[src/rtl/coffee_pkg.sv]
// Shared types and constants for the coin-handling blocks (counter, comparator,
// change dispenser). The dispenser state list depends on CHANGE_DISP_SENSE_EN:
// the sensed-payout states only exist when that macro is defined.
package coffee_pkg;

  localparam int AMOUNT_W = 4;

  localparam logic [AMOUNT_W-1:0] COIN_100_UNITS = 4'd1;
  localparam logic [AMOUNT_W-1:0] COIN_500_UNITS = 4'd5;

  typedef enum logic [2:0] {
    ST_IDLE,
    ST_SELECT,
    ST_PULSE,
`ifdef CHANGE_DISP_SENSE_EN
    ST_WAIT_SENSE,
    ST_FAULT,
`endif
    ST_GAP,
    ST_FINISH
  } disp_state_t;

  function automatic int max3(input int a, input int b, input int c);
    int m;
    m = (a > b) ? a : b;
    return (m > c) ? m : c;
  endfunction

endpackage

[src/rtl/dispense_timer.sv]
// Loadable down-counter shared by the pulse, gap and sense-wait phases.
// Load value N gives N+1 cycles until the zero flag is seen by the FSM.
module dispense_timer #(
  parameter int W = 4
) (
  input  logic         i_clk,
  input  logic         i_reset,
  input  logic         i_load,
  input  logic [W-1:0] i_load_val,
  output logic         o_zero
);

  logic [W-1:0] r_count;

  // Load has priority; otherwise count down and park at zero.
  always_ff @(posedge i_clk or negedge i_reset) begin
    if (!i_reset) begin
      r_count <= '0;
    end else if (i_load) begin
      r_count <= i_load_val;
    end else if (r_count != '0) begin
      r_count <= r_count - 1'b1;
    end
  end

  assign o_zero = (r_count == '0);

endmodule

[src/rtl/change_dispenser.sv]
// Change dispenser: pays out an amount (in 100-unit steps) through the 500 and
// 100 hoppers, largest coin first, one registered eject pulse per coin.
// Optional macro CHANGE_DISP_SENSE_EN closes the loop on the coin-exit sensor
// (WAIT_SENSE with timeout into a sticky FAULT); without it payout is open-loop.
module change_dispenser
  import coffee_pkg::*;
#(
  parameter int PULSE_CYCLES  = 10_000_000,
  parameter int GAP_CYCLES    = 20_000_000,
  parameter int SENSE_TIMEOUT = 50_000_000
) (
  input  logic                i_clk,
  input  logic                i_reset,
  input  logic                i_start,
  input  logic [AMOUNT_W-1:0] i_amount,
  input  logic                i_empty_500,
  input  logic                i_coin_sense,
  output logic                o_eject_100,
  output logic                o_eject_500,
  output logic                o_busy,
  output logic                o_done,
  output logic                o_fault,
  output logic [AMOUNT_W-1:0] o_remaining
);

  localparam int TMR_MAX = max3(PULSE_CYCLES, GAP_CYCLES, SENSE_TIMEOUT);
  localparam int TMR_W   = (TMR_MAX > 2) ? $clog2(TMR_MAX) : 1;
  localparam logic [TMR_W-1:0] PULSE_LOAD = TMR_W'(PULSE_CYCLES - 1);
  localparam logic [TMR_W-1:0] GAP_LOAD   = TMR_W'(GAP_CYCLES - 1);

  disp_state_t         r_state, w_state_nxt;
  logic [AMOUNT_W-1:0] r_remaining, w_rem_nxt;
  logic                r_eject_100, w_e100_nxt;
  logic                r_eject_500, w_e500_nxt;
  logic                r_busy, w_busy_nxt;
  logic                r_done, w_done_nxt;
  logic                r_coin_500, w_coin_500_nxt;
  logic                w_tmr_load;
  logic [TMR_W-1:0]    w_tmr_val;
  logic                w_tmr_zero;
  logic [AMOUNT_W-1:0] w_coin_units;

  assign w_coin_units = r_coin_500 ? COIN_500_UNITS : COIN_100_UNITS;

  dispense_timer #(.W(TMR_W)) u_timer (
    .i_clk      (i_clk),
    .i_reset    (i_reset),
    .i_load     (w_tmr_load),
    .i_load_val (w_tmr_val),
    .o_zero     (w_tmr_zero)
  );

`ifdef CHANGE_DISP_SENSE_EN
  localparam logic [TMR_W-1:0] SENSE_LOAD = TMR_W'(SENSE_TIMEOUT - 1);
  logic r_fault, w_fault_nxt;
  logic r_sense_d;
  logic w_sense_edge;

  assign w_sense_edge = i_coin_sense & ~r_sense_d;

  // Sensor history for rising-edge detection; a stuck-high sensor never counts.
  always_ff @(posedge i_clk or negedge i_reset) begin
    if (!i_reset) begin
      r_sense_d <= 1'b0;
      r_fault   <= 1'b0;
    end else begin
      r_sense_d <= i_coin_sense;
      r_fault   <= w_fault_nxt;
    end
  end

  assign o_fault = r_fault;
`else
  logic w_unused_sense;
  assign w_unused_sense = i_coin_sense;
  assign o_fault = 1'b0;
`endif

  // Next-state and next-output decode; every output is registered below.
  always_comb begin
    w_state_nxt    = r_state;
    w_rem_nxt      = r_remaining;
    w_e100_nxt     = r_eject_100;
    w_e500_nxt     = r_eject_500;
    w_busy_nxt     = r_busy;
    w_done_nxt     = 1'b0;
    w_coin_500_nxt = r_coin_500;
    w_tmr_load     = 1'b0;
    w_tmr_val      = '0;
`ifdef CHANGE_DISP_SENSE_EN
    w_fault_nxt    = r_fault;
`endif
    case (r_state)
      ST_IDLE: begin
        if (i_start) begin
          w_rem_nxt   = i_amount;
          w_busy_nxt  = 1'b1;
          w_state_nxt = ST_SELECT;
        end
      end
      ST_SELECT: begin
        if ((r_remaining >= COIN_500_UNITS) && !i_empty_500) begin
          w_coin_500_nxt = 1'b1;
          w_e500_nxt     = 1'b1;
          w_tmr_load     = 1'b1;
          w_tmr_val      = PULSE_LOAD;
          w_state_nxt    = ST_PULSE;
        end else if (r_remaining >= COIN_100_UNITS) begin
          w_coin_500_nxt = 1'b0;
          w_e100_nxt     = 1'b1;
          w_tmr_load     = 1'b1;
          w_tmr_val      = PULSE_LOAD;
          w_state_nxt    = ST_PULSE;
        end else begin
          w_done_nxt  = 1'b1;
          w_rem_nxt   = '0;
          w_state_nxt = ST_FINISH;
        end
      end
      ST_PULSE: begin
        if (w_tmr_zero) begin
          w_e100_nxt = 1'b0;
          w_e500_nxt = 1'b0;
          w_tmr_load = 1'b1;
`ifdef CHANGE_DISP_SENSE_EN
          w_tmr_val   = SENSE_LOAD;
          w_state_nxt = ST_WAIT_SENSE;
`else
          w_rem_nxt   = r_remaining - w_coin_units;
          w_tmr_val   = GAP_LOAD;
          w_state_nxt = ST_GAP;
`endif
        end
      end
`ifdef CHANGE_DISP_SENSE_EN
      ST_WAIT_SENSE: begin
        if (w_sense_edge) begin
          w_rem_nxt   = r_remaining - w_coin_units;
          w_tmr_load  = 1'b1;
          w_tmr_val   = GAP_LOAD;
          w_state_nxt = ST_GAP;
        end else if (w_tmr_zero) begin
          w_fault_nxt = 1'b1;
          w_state_nxt = ST_FAULT;
        end
      end
      ST_FAULT: begin
        w_state_nxt = ST_FAULT;
      end
`endif
      ST_GAP: begin
        if (w_tmr_zero) begin
          w_state_nxt = ST_SELECT;
        end
      end
      ST_FINISH: begin
        w_busy_nxt  = 1'b0;
        w_state_nxt = ST_IDLE;
      end
      default: begin
        w_state_nxt = ST_IDLE;
      end
    endcase
  end

  // State and registered outputs; reset abandons any payout in progress.
  always_ff @(posedge i_clk or negedge i_reset) begin
    if (!i_reset) begin
      r_state     <= ST_IDLE;
      r_remaining <= '0;
      r_eject_100 <= 1'b0;
      r_eject_500 <= 1'b0;
      r_busy      <= 1'b0;
      r_done      <= 1'b0;
      r_coin_500  <= 1'b0;
    end else begin
      r_state     <= w_state_nxt;
      r_remaining <= w_rem_nxt;
      r_eject_100 <= w_e100_nxt;
      r_eject_500 <= w_e500_nxt;
      r_busy      <= w_busy_nxt;
      r_done      <= w_done_nxt;
      r_coin_500  <= w_coin_500_nxt;
    end
  end

  assign o_eject_100 = r_eject_100;
  assign o_eject_500 = r_eject_500;
  assign o_busy      = r_busy;
  assign o_done      = r_done;
  assign o_remaining = r_remaining;

endmodule
[config.mk]
export PLATFORM = sky130hd
export DESIGN_NAME = change_dispenser
export DESIGN_NICKNAME = d
export VERILOG_FILES = /design/src/rtl/coffee_pkg.sv /design/src/rtl/dispense_timer.sv /design/src/rtl/change_dispenser.sv
export SDC_FILE = /design/constraint.sdc
export NUM_CORES = 1
export LEC_CHECK = 0
export CORE_ASPECT_RATIO = 0.5
export CORE_MARGIN = 8
export CORE_UTILIZATION = 50
export DETAILED_ROUTE_END_ITERATION = 8
export HOLD_SLACK_MARGIN = 0.1
export PLACE_DENSITY = 0.71
export SKIP_LAST_GASP = 1
export SLEW_MARGIN = 0
export SYNTH_ARGS = -nofsm -noshare
export SYNTH_HDL_FRONTEND = slang
export SYNTH_SLANG_ARGS = --single-unit
[constraint.sdc]
create_clock -name i_clk -period 3.6 [get_ports i_clk]
set_clock_uncertainty 0.1 [all_clocks]
set_input_delay 0.36 -clock i_clk [delete_from_list [all_inputs] [get_ports i_clk]]
set_output_delay 0.36 -clock i_clk [all_outputs]
set_load 0.005 [all_outputs]
==> flow_metrics.tcl <==
set metrics [dict create \
    ioPinCount 18 \
    synth_ff_type "dfrtp_1" \
    num_vias 1794 \
    r2r-start "u_timer.r_count[0]" \
    detailedPlacementHpwl_mm 3.48 \
    overflow 0 \
    finalSetupViolations 0 \
    synth.cell_area_mm2 0.00210 \
    ir_worst_vdd_v 0.000176 \
    synth_cells 228 \
    nFillCells 347 \
    clock-sinks 38 \
    drc 0 \
    status "finished clean" \
    hold_class "flip-flop to flip-flop" \
    syn_to_final_growth_pct 14.4 \
    finalPower_mw 0.748 \
    max_clock_freq_mhz 334 \
    drtAntennaViolNets 0 \
    synth_mux_area_frac 0.0101 \
    core_mm2 0.00396 \
    synth_top_cell_area_share 0.453 \
    p_leak_nw 0.957 \
    async_reset_ff_frac 1.00 \
    p_per_area_mw_per_mm2 311 \
    mostFrequentLayoutCells "dfrtp_1 (38), nor2_1 (22), nand2_1 (19)" \
    cts-resized-gates 0 \
    rows 16 \
    synth-simple-area-share 0.241 \
    report.final.slew_viol_count 0 \
    synth_seq_cells 38 \
    syn_area_per_cell_um2 9.21 \
    critPathLaunchType "flip-flop" \
    wl_per_cell_um 16.4 \
    worst_slack_ns 0.606 \
    place_congestion 0.882 \
    htreeDepth 2 \
    netlist.top_cell.by_area "dfrtp_1" \
    cp-startpoint "u_timer.r_count[0]" \
    cts_buffer_depth 2 \
    clk_latency_ns 0.29 \
    hold_start "r_coin_500" \
    drive_gt1_frac 0.0813 \
    routed_wl_mm 4.91 \
    cts-root-buf "clkbuf_8" \
    grt_setup_unrepaired "no" \
    diodes 0 \
    synth_top_family_by_area "simple AND/OR/NAND/NOR gates" \
    crit_fanout 13 \
    pre_cts_ws_ns 0.624 \
    synth_fa_ha_area_frac 0.0238 \
    die_w_um 108 \
    maxSlewHeadroom 0.449 \
    die_height_um 61.8 \
    tns_ns 0 \
    grt_usage 0.167 \
    syn_nets 241 \
    nNetsFinal 258 \
    start_util 0.530 \
    worstPathRequired_ns 3.68 \
    drt-initial-drc-count 117 \
    criticalPathCategory "flip-flop to flip-flop" \
    grt_max_degree 39 \
    synth_edf_count 0 \
    arrival_ns 3.07 \
    yosys_warnings 0 \
    synth_xor_area_frac 0.0667 \
    viasPerCell 5.98 \
    ys_seq_area_frac 0.453 \
    grt_pass1_wl_mm 8.69 \
    worst_pin_slew_ns 0.827 \
    grt_pass1_vias 1790 \
    fin_crit_sh 0.832 \
    port_buffers 15 \
    mostFrequentLayoutCell "dfrtp_1" \
    fin_util 0.606 \
    final-hold-violation-count 0 \
    synth_compound_area_frac 0.174 \
    cts_buffers 5 \
    end_kind "flip-flop" \
    cts_tree "built" \
    drv_cap 0 \
    yosysUniqueCellTypes 45 \
    drt_first_pass_iters 4 \
    antenna_found_initial 0 \
    synth_area_leaders "dfrtp_1 (45%), o21ai_0 (4.1%), nor2_1 (3.9%), or4_1 (3.9%), xor2_1 (3.8%)" \
    clkTransAtPathRegs_ns 0.07 \
    placed_area_mm2 0.00230 \
    regToRegSetupSlack_ns 0.61 \
    finalInstanceArea_mm2 0.00240 \
    die-area_mm2 0.00666 \
    layout_min_cycle_time_ns 2.99 \
]
## area by class of cell
class                   count  area (µm²)  area share
clock buffers               7        86.3      0.0359
clock inverters             1        5.00     0.00208
inverters                   6        22.5     0.00937
multi-input cells         174        1090       0.452
flip-flops and latches     38         951       0.396
well taps                  54        67.6      0.0281
repair buffers             20         185      0.0770
## cells by family (layout without fill, tap and decap cells)
logic type                 after synthesis  count (layout)
buffers and inverters                   16              34
xor gates and xnor gates                16              16
adders and majority gates                4               4
and+or+nand+nor                         94              94
other                                    1               1
DFF                                     38              38
AOI/OAI and AO/OA                       57              57
muxes                                    2               2
## path summary, 6_finish.rpt
check | endpoint | depth (start not counted)
worst min register to register | r_coin_500 | 1
worst max-delay path | o_remaining[2] | 7
worst max register to register | o_remaining[2] | 7
min in group asynchronous | u_timer.r_count[10] | 2
max in group asynchronous | u_timer.r_count[25] | 2
worst min-delay path | r_coin_500 | 1
## critical path: stages, from the launching register on
cell and delay [ns]:
dfrtp_1 0.40, inv_1 0.11, ha_1 0.22, or3b_2 0.55
or4_1 0.57, or3_4 0.44, and2_4 0.18, mux2_1 0.30
## what timing repair did
item	CTS	global route
hold buffers	1	0
setup buffers	0	0
hold endpoints to repair	22	0
## cell usage after synthesis, drive strengths merged (3+ instances only)
cell and count:
or3 7, clkbuf 9, nor3 8, or4 12
a311oi 3, nor4 8, xor2 9, a21oi 13
o21ai 17, ha 4, inv 6, nand3 5
xnor2 7, or2 3, o211ai 6, o21a 3
dfrtp 38, nor2 22, nand2 19
## flip-flops by register name (all words and copies together), names as in the netlist
name and flops:
u_timer.r_count 26, o_remaining 4, r_state 3, o_busy 1, o_done 1, o_eject_100 1
o_eject_500 1, r_coin_500 1
## per-layer routing
metal | GRT usage | wire length, µm
met1 | 0.218 | 2350
met2 | 0.271 | 2270
met3 | 0.0360 | 238
met4 | 0.0566 | 39
met5 | 0 | 0
## power breakdown
group,leakage [nW],switching (mW),total (mW),internal [mW]
Combinational,0.458,0.0102,0.0187,0.00851
Clock,0.0482,0.147,0.302,0.154
Sequential,0.451,0.000293,0.428,0.427
## per-stage QoR
stage	hold WS (ns)	cells
global route	0.414	300
detailed placement	0.375	291
floorplan	-0.0356	228
CTS	0.392	300
finish	0.383	300
global placement	0.363	291
Power figures use the tool's default switching activity.
